### src/rtl/mux8_sched_pkg.sv
// Shared types and constants for the round-robin 8:1 mux scheduler.
package mux8_sched_pkg;

   localparam int NREQ  = 8;
   localparam int SEL_W = 3;

   typedef enum logic {IDLE, XFER} state_t;

   typedef logic [SEL_W-1:0] sel_t;

endpackage

### src/rtl/rr_pick.sv
// Combinational round-robin picker: first set req bit at or after ptr, wrapping mod 8.
module rr_pick
   import mux8_sched_pkg::*;
(
   input  logic [NREQ-1:0] req,
   input  sel_t            ptr,
   output sel_t            idx,
   output logic            found
);

   logic [NREQ-1:0] rot;
   sel_t            off;

   always_comb begin
      // Rotate so ptr lands on bit 0, take the lowest set bit, then rotate back.
      rot   = NREQ'({req, req} >> ptr);
      off   = '0;
      for (int i = NREQ - 1; i >= 0; i--) begin
         if (rot[i]) off = sel_t'(i);
      end
      found = |req;
      idx   = off + ptr;
   end

endmodule

### src/rtl/mux8_rr_sched.sv
// Round-robin burst scheduler driving the select of a shared 8:1 one-bit mux,
// with a registered copy of the selected bit and a valid strobe.
module mux8_rr_sched #(
   parameter int MAX_BURST = 4,
   parameter int NREQ      = 8
) (
   input  logic            clk,
   input  logic            rst_n,
   input  logic [NREQ-1:0] req,
   input  logic [NREQ-1:0] last,
   input  logic [NREQ-1:0] data_in,
   output logic [2:0]      sel,
   output logic [NREQ-1:0] gnt,
   output logic            out_valid,
   output logic            out_data,
   output logic            busy
);

   import mux8_sched_pkg::*;

   if (NREQ != mux8_sched_pkg::NREQ) begin : g_bad_nreq
      $error("mux8_rr_sched: NREQ is fixed at 8");
   end
   if (MAX_BURST < 1) begin : g_bad_burst
      $error("mux8_rr_sched: MAX_BURST must be at least 1");
   end

   localparam int             BW        = $clog2(MAX_BURST + 1);
   localparam logic [BW-1:0]  BEAT_LAST = BW'(MAX_BURST);

   state_t        state;
   sel_t          ptr;
   sel_t          pick_idx;
   logic          pick_found;
   logic [BW-1:0] beat;
   logic [BW-1:0] beat_nx;
   logic          accept;
   logic          burst_done;

   rr_pick u_pick (
      .req   (req),
      .ptr   (ptr),
      .idx   (pick_idx),
      .found (pick_found)
   );

   assign beat_nx    = beat + 1'b1;
   assign accept     = req[sel];
   // A dropped request ends the burst as an abandon, regardless of last[sel].
   assign burst_done = !accept || last[sel] || (beat_nx == BEAT_LAST);
   assign busy       = (state == XFER);

   // NOTE: all state here uses non-blocking assignments so every register
   // samples the pre-edge values of its neighbours.
   always_ff @(posedge clk or negedge rst_n) begin
      if (!rst_n) begin
         state     <= IDLE;
         ptr       <= '0;
         sel       <= '0;
         gnt       <= '0;
         beat      <= '0;
         out_valid <= 1'b0;
         out_data  <= 1'b0;
      end else begin
         case (state)
            IDLE: begin
               out_valid <= 1'b0;
               if (pick_found) begin
                  sel   <= pick_idx;
                  gnt   <= NREQ'(1) << pick_idx;
                  beat  <= '0;
                  state <= XFER;
               end
            end
            XFER: begin
               out_valid <= accept;
               if (accept) begin
                  out_data <= data_in[sel];
                  beat     <= beat_nx;
               end
               if (burst_done) begin
                  state <= IDLE;
                  gnt   <= '0;
                  ptr   <= sel + 1'b1;
               end
            end
            default: state <= IDLE;
         endcase
      end
   end

endmodule

### config.mk
export PLATFORM = sky130hd
export DESIGN_NAME = mux8_rr_sched
export DESIGN_NICKNAME = d
export VERILOG_FILES = /design/src/rtl/mux8_sched_pkg.sv /design/src/rtl/rr_pick.sv /design/src/rtl/mux8_rr_sched.sv
export SDC_FILE = /design/constraint.sdc
export NUM_CORES = 1
export LEC_CHECK = 0
export BUFFER_PORTS_ARGS = -buffer_cell sky130_fd_sc_hd__buf_4
export CELL_PAD_IN_SITES_DETAIL_PLACEMENT = 0
export CELL_PAD_IN_SITES_GLOBAL_PLACEMENT = 1
export CORE_MARGIN = 4
export CORE_UTILIZATION = 40
export DETAILED_ROUTE_END_ITERATION = 6
export GPL_TIMING_DRIVEN = 0
export HOLD_SLACK_MARGIN = 0.12
export MAX_ROUTING_LAYER = met4
export PLACE_DENSITY = 0.88
export SYNTH_ARGS = -nofsm -noshare
export SYNTH_HDL_FRONTEND = slang
export SYNTH_HIERARCHICAL = 1
export SYNTH_SLANG_ARGS = --single-unit
### constraint.sdc
create_clock -name clk -period 5 [get_ports clk]
set_clock_uncertainty 0.2 [all_clocks]
set_input_delay 0.25 -clock clk [delete_from_list [all_inputs] [get_ports clk]]
set_output_delay 0.25 -clock clk [all_outputs]
set_load 0.05 [all_outputs]
==> results of run 1 <==
final cells by class:
| type | instances | area, um2 |
|---|---|---|
| Inverter | 9 | 33.78 |
| Clock buffer | 4 | 55.05 |
| Sequential cell | 20 | 500.5 |
| Tap cell | 50 | 62.56 |
| Buffer | 9 | 58.81 |
| Timing Repair Buffer | 40 | 302.8 |
| Fill cell | 364 | 1928 |
| Multi-Input combinational cell | 117 | 1116 |
metrics by stage:
stage,instances,worst slack [ns],total power [mW]
after global routing,249,0.5544,1.744
after detailed placement,244,0.8911,1.493
after CTS,249,0.8517,1.623
final,249,0.8153,1.626
after global placement,244,0.8899,1.480
after floorplan,155,1.477,1.234
sequential cells by signal, summed over array words and instances, names as in the netlist:
register / count
beat: 3
out_valid: 1
out_data: 1
ptr: 3
gnt: 8
busy: 1
sel: 3
synthesized netlist by cell type, drive strengths merged, types with 2 or more instances:
| library cell | instances | area, um2 |
|---|---|---|
| dfrtp | 20 | 500.5 |
| o22ai | 9 | 56.30 |
| a31oi | 4 | 40.04 |
| nor2 | 3 | 11.26 |
| o21ai | 4 | 20.02 |
| a21oi | 7 | 35.03 |
| nand2 | 20 | 75.07 |
| a32oi | 2 | 17.52 |
| xnor2 | 3 | 26.28 |
| clkbuf | 4 | 15.01 |
| ha | 4 | 50.05 |
| nor3 | 3 | 15.01 |
| o211ai | 2 | 15.01 |
| a211o | 2 | 17.52 |
| nor4 | 4 | 25.02 |
| xor2 | 2 | 17.52 |
| inv | 9 | 33.78 |
| nor2b | 3 | 18.77 |
| buf | 5 | 43.79 |
| mux2i | 9 | 102.6 |
| and2 | 2 | 13.77 |
| mux4 | 12 | 304.0 |
| mux2 | 12 | 150.1 |
worst min-delay path by stage:
| stage | start | end | slack [ns] | cells after the start |
|---|---|---|---|---|
| 6_report | rst_n | gnt[0] | 0.22 | 2 |
| 5_1_grt | rst_n | gnt[0] | 0.25 | 2 |
| 4_1_cts | rst_n | gnt[0] | 0.20 | 2 |
| 3_5_place_dp | rst_n | gnt[0] | -0.05 | 1 |
| 3_3_place_gp | rst_n | gnt[3] | -0.05 | 1 |
| 2_1_floorplan | rst_n | beat[0] | -0.25 | 0 |
power by group through the flow:
stage	sequential [mW]	combinational, mW	clock [mW]
detailed placement	0.286	1.21	0
global route	0.292	1.32	0.135
floorplan	0.385	0.849	0
global placement	0.285	1.20	0
CTS	0.284	1.21	0.128
finish	0.284	1.22	0.126
worst max-delay path: cells and delay by family (launching register included):
family / cells / cell delay, ns
compound gates: 5 / 0.89
xor+xnor: 2 / 0.64
fa+ha+maj: 2 / 0.53
buf+inv: 2 / 0.21
flops: 1 / 0.40
mux: 2 / 0.87
simple gates: 2 / 0.33
cells by family after synthesis:
family | share of synthesized area (%)
compound gates | 15.15
mux | 32.58
fa+ha+maj | 4.100
buf+inv | 5.417
flops | 29.28
xor+xnor | 2.563
simple gates | 10.91
timing repair:
action                    4_1_cts  5_1_grt
hold buffers                    1        0
buffers inserted                0        0
hold endpoints to repair       20        0
metal layers:
metal	vias to the layer above	share of wire, %
li1	689	-
met1	688	46
met2	43	49
met3	2	5.1
met4	0	0.20
met5	-	0
==> results.json, run 1 <==
{
  "status": "finished, final reports clean",
  "cts_root_buffer": "clkbuf_8",
  "avgSynthCellArea_um2": 11.03,
  "grt.busiest_layer": "met2",
  "ys_types": 40,
  "clockBufferDepth": 2,
  "final_common_cell": "buf_4",
  "regToRegSetupSlack_ns": 0.82,
  "wire_per_inst_um": 15.88,
  "p_switching_uw": 795.4,
  "p_clk_share_pct": 7.8,
  "gp_congestion": 0.7938,
  "p_seq_share_pct": 17.5,
  "grtUsageTotal_pct": 15.98,
  "die_area_um2": 5382,
  "nets": 231,
  "synth_edf_count": 0,
  "setup.worst_path.start": "ptr[0]",
  "placed_cell_area_um2": 2064,
  "use_met2_pct": 24.83,
  "hp-class": "input port to async pin",
  "drive_gt1_share_pct": 33.17,
  "finalSetupViolCount": 0,
  "grt_pass1_wl_mm": 6.651,
  "coreArea_um2": 4058,
  "die_w_um": 73.37,
  "drc": 0,
  "p_int_uw": 830.7,
  "ant_nets": 0,
  "finalHoldViolCount": 0,
  "finalCritPeriodShare_pct": 83.69,
  "critPathArrivalTime_ns": 4.16,
  "num_antenna_cells": 0,
  "drtIter0Drc": 131,
  "final_cell_mix": "buf_4, nand2_1, dfrtp_1",
  "syn_nets": 186,
  "crit_path_end_kind": "register",
  "routed_wl_mm": 3.954,
  "finalInstanceArea_um2": 2130,
  "port_buffers": 39,
  "worstPathRequired_ns": 4.97,
  "io_pins": 40,
  "worstPathMaxFanout": 10,
  "power_per_cell_area_nw_per_um2": 763.6,
  "rsz0062_at_grt": "no",
  "grt_pass1_vias": 1387,
  "syn_inst": 155,
  "cts_max_level": 1,
  "setup_tns_ns": 0,
  "slew_headroom_pct": 60.99,
  "whs_ns": 0.2209,
  "switching_share_pct": 48.91,
  "crit_end": "gnt[7]",
  "critPathSlowestCell": "mux4_1",
  "viasPerCell": 5.711,
  "area_growth_pct": 24.60,
  "final_util_pct": 52.48,
  "yosys_register_bits": 20,
  "antenna_found_initial": 0,
  "ff2ff_path_depth": 15,
  "syn_area_um2": 1709,
  "first_pass_iters": 4,
  "critPathLaunchType": "register",
  "cts_buffers": 3,
  "r2r_end": "gnt[7]",
  "cts_resized": 0,
  "place_hpwl_mm": 2.937,
  "cpPeakStageDelay_ns": 0.60,
  "grt_max_degree": 21,
  "power.leakage_nw": 0.9769,
  "path_clk_slew_ns": 0.08,
  "clk_latency_ns": 0.26,
  "die_height_um": 73.37,
  "async_reset_ff_share_pct": 100.0,
  "initial_core_util_pct": 42.12,
  "critical_path.cell_chain": "buf_6, mux4_1, mux2i_1, o311ai_0, a21bo_2, a31oi_1, ha_1, inv_1, fa_1, xnor2_1, xnor2_1, nand2_1, nor3_1, a21oi_1, o22ai_1",
  "crit_top_cell": "xnor2_1",
  "grtUsageMet3_pct": 3.967,
  "crit_type": "register to register",
  "grt_overflow_total": 0,
  "fp-row-count": 23,
  "maxCapViolations": 0,
  "cts_tree": "done",
  "yosys_warnings": 6,
  "fmax_mhz": 239.0,
  "synth_ff_type": "dfrtp_1",
  "slew_violations": 0,
  "ir_worst_vdd_mv": 0.4344,
  "vias": 1422,
  "p_comb_share_pct": 74.8,
  "post-route-min-period_ns": 4.185,
  "worstReg2RegStart": "ptr[0]",
  "groute.layer.met1.usage_pct": 22.46,
  "ys_seq_area_share_pct": 29.28,
  "worst_pin_slew_ns": 0.5809,
  "numClockSinks": 20
}
(Power assumes the default switching activity.)
==> run 2, diff against run 1 <==
==> constraint.sdc (replaced) <==
create_clock -name clk -period 3.9 [get_ports clk]
set_clock_uncertainty 0.2 [all_clocks]
set_input_delay 0.195 -clock clk [delete_from_list [all_inputs] [get_ports clk]]
set_output_delay 0.195 -clock clk [all_outputs]
set_load 0.05 [all_outputs]
==> results.json, run 2 (synthesis results as in run 1) <==
{
  "finalHoldViolCount": 0,
  "path_clk_slew_ns": 0.08,
  "hp-class": "input port to async pin",
  "initial_core_util_pct": 42.12,
  "crit_path_end_kind": "register",
  "power_per_cell_area_nw_per_um2": 1035,
  "clk_latency_ns": 0.26,
  "io_pins": 40,
  "cts_max_level": 1,
  "ir_worst_vdd_mv": 0.5918,
  "post-route-min-period_ns": 3.766,
  "cts_buffers": 3,
  "worstPathRequired_ns": 3.87,
  "cts_root_buffer": "clkbuf_8",
  "drtIter0Drc": 111,
  "critPathLaunchType": "register",
  "fp-row-count": 23,
  "largest_reg_flops": 8,
  "die_height_um": 73.37,
  "first_pass_iters": 4,
  "area_growth_pct": 30.97,
  "fmax_mhz": 265.5,
  "grtUsageTotal_pct": 16.11,
  "fillers": 350,
  "final_cell_mix": "buf_4, nand2_1, dfrtp_1",
  "numClockSinks": 20,
  "worst_pin_slew_ns": 0.4661,
  "power.total_mw": 2.317,
  "cts_tree": "done",
  "finalCritPeriodShare_pct": 96.56,
  "finalSetupViolCount": 0,
  "status": "finished, final reports clean",
  "grt_pass1_wl_mm": 6.699,
  "slew_headroom_pct": 68.93,
  "grt_max_degree": 21,
  "slew_violations": 0,
  "grt_pass1_vias": 1388,
  "ant_nets": 0,
  "gp_congestion": 0.7938,
  "coreArea_um2": 4058,
  "grt_overflow_total": 0,
  "vias": 1442,
  "wire_per_inst_um": 15.92,
  "antenna_found_initial": 0,
  "drc": 0,
  "place_inst": 244,
  "layout.cells.non_filler": 255,
  "die_area_um2": 5382,
  "place_hpwl_mm": 2.937,
  "die_w_um": 73.37,
  "crit_top_cell": "xnor2_2",
  "routed_wl_mm": 4.059,
  "num_antenna_cells": 0,
  "maxCapViolations": 0,
  "cpPeakStageDelay_ns": 0.64,
  "critPathArrivalTime_ns": 3.74,
  "worstPathMaxFanout": 8,
  "whs_ns": 0.1653,
  "critPathSlowestCell": "mux4_1",
  "top_register": "gnt",
  "power.leakage_nw": 1.013,
  "clockBufferDepth": 2,
  "drive_gt1_share_pct": 40.49,
  "viasPerCell": 5.655,
  "critical_path.cell_chain": "buf_6, mux4_1, mux2i_1, a21bo_2, a31oi_4, ha_2, inv_1, fa_2, xnor2_2, xnor2_2, nand2_1, nor3_2, a21oi_1, o22ai_1",
  "port_buffers": 39,
  "nets": 237,
  "crit_type": "register to register",
  "final_common_cell": "buf_4"
}
run 2: changes by cell type in the layout (fill, tap and decap cells not counted), moves of 2 or more:
cell	before	now
buf_4	39	45
mux2i_1	8	6
xnor2_1	3	1
xnor2_2	0	2
run 2: power by group:
group / total, mW / internal [mW] / switching [mW]
logic: 1.79 / 0.838 / 0.954
registers: 0.364 / 0.289 / 0.0749
clock network: 0.161 / 0.0900 / 0.0710
run 2: what timing repair did:
action	4_1_cts	5_1_grt
hold buffers	1	0
pin swaps	1	5
buffers inserted	1	5
cloned	0	0
endpoints found under the hold margin	20	0
resized for setup	3	12
setup endpoints to repair	8	8
run 2: layout make-up:
type                            count  area (um2)  area share, %
Timing Repair Buffer               46       347.8          15.54
Tap cell                           50       62.56          2.795
Sequential cell                    20       501.7          22.41
Buffer                              9       61.31          2.739
Clock buffer                        4       55.05          2.459
Multi-Input combinational cell    117        1176          52.54
Inverter                            9       33.78          1.509
run 2: per-layer routing:
layer | wire length, um | track usage (%)
met3 | 190 | 3.967
met5 | 0 | -
met2 | 2026 | 25.12
met1 | 1833 | 22.59
met4 | 8 | 0.6036
run 2: worst paths after layout:
path	from	end	slack (ns)	depth (start not counted)
setup reg to reg	ptr[0]	gnt[7]	0.13	14
setup / recovery	ptr[0]	gnt[7]	0.13	14
min in group clk	data_in[3]	out_data	0.28	4
max in group asynchronous	rst_n	ptr[1]	3.11	2
hold / removal	rst_n	gnt[0]	0.17	2
hold reg to reg	ptr[2]	ptr[2]	0.32	1
run 2: worst max-delay path: cells and delay by family (launching register included):
family          cells  cell delay (ns)
fa+ha+maj           2             0.52
flops               1             0.39
buf+inv             2             0.20
xor+xnor            2             0.47
simple gates        2             0.36
compound gates      4             0.70
mux                 2             0.85
run 2: metrics by stage:
stage / worst slack [ns] / util (%) / setup TNS, ns / instance area [um2]
after floorplan: 0.3774 / - / 0 / 1709
after global placement: -0.2101 / 50.88 / -1.054 / 2064
after detailed placement: -0.2089 / 50.88 / -0.9545 / 2064
after CTS: 0.04939 / 52.85 / 0 / 2145
after global routing: -0.06184 / 55.17 / -0.06184 / 2238
final: 0.1340 / 55.17 / 0 / 2238
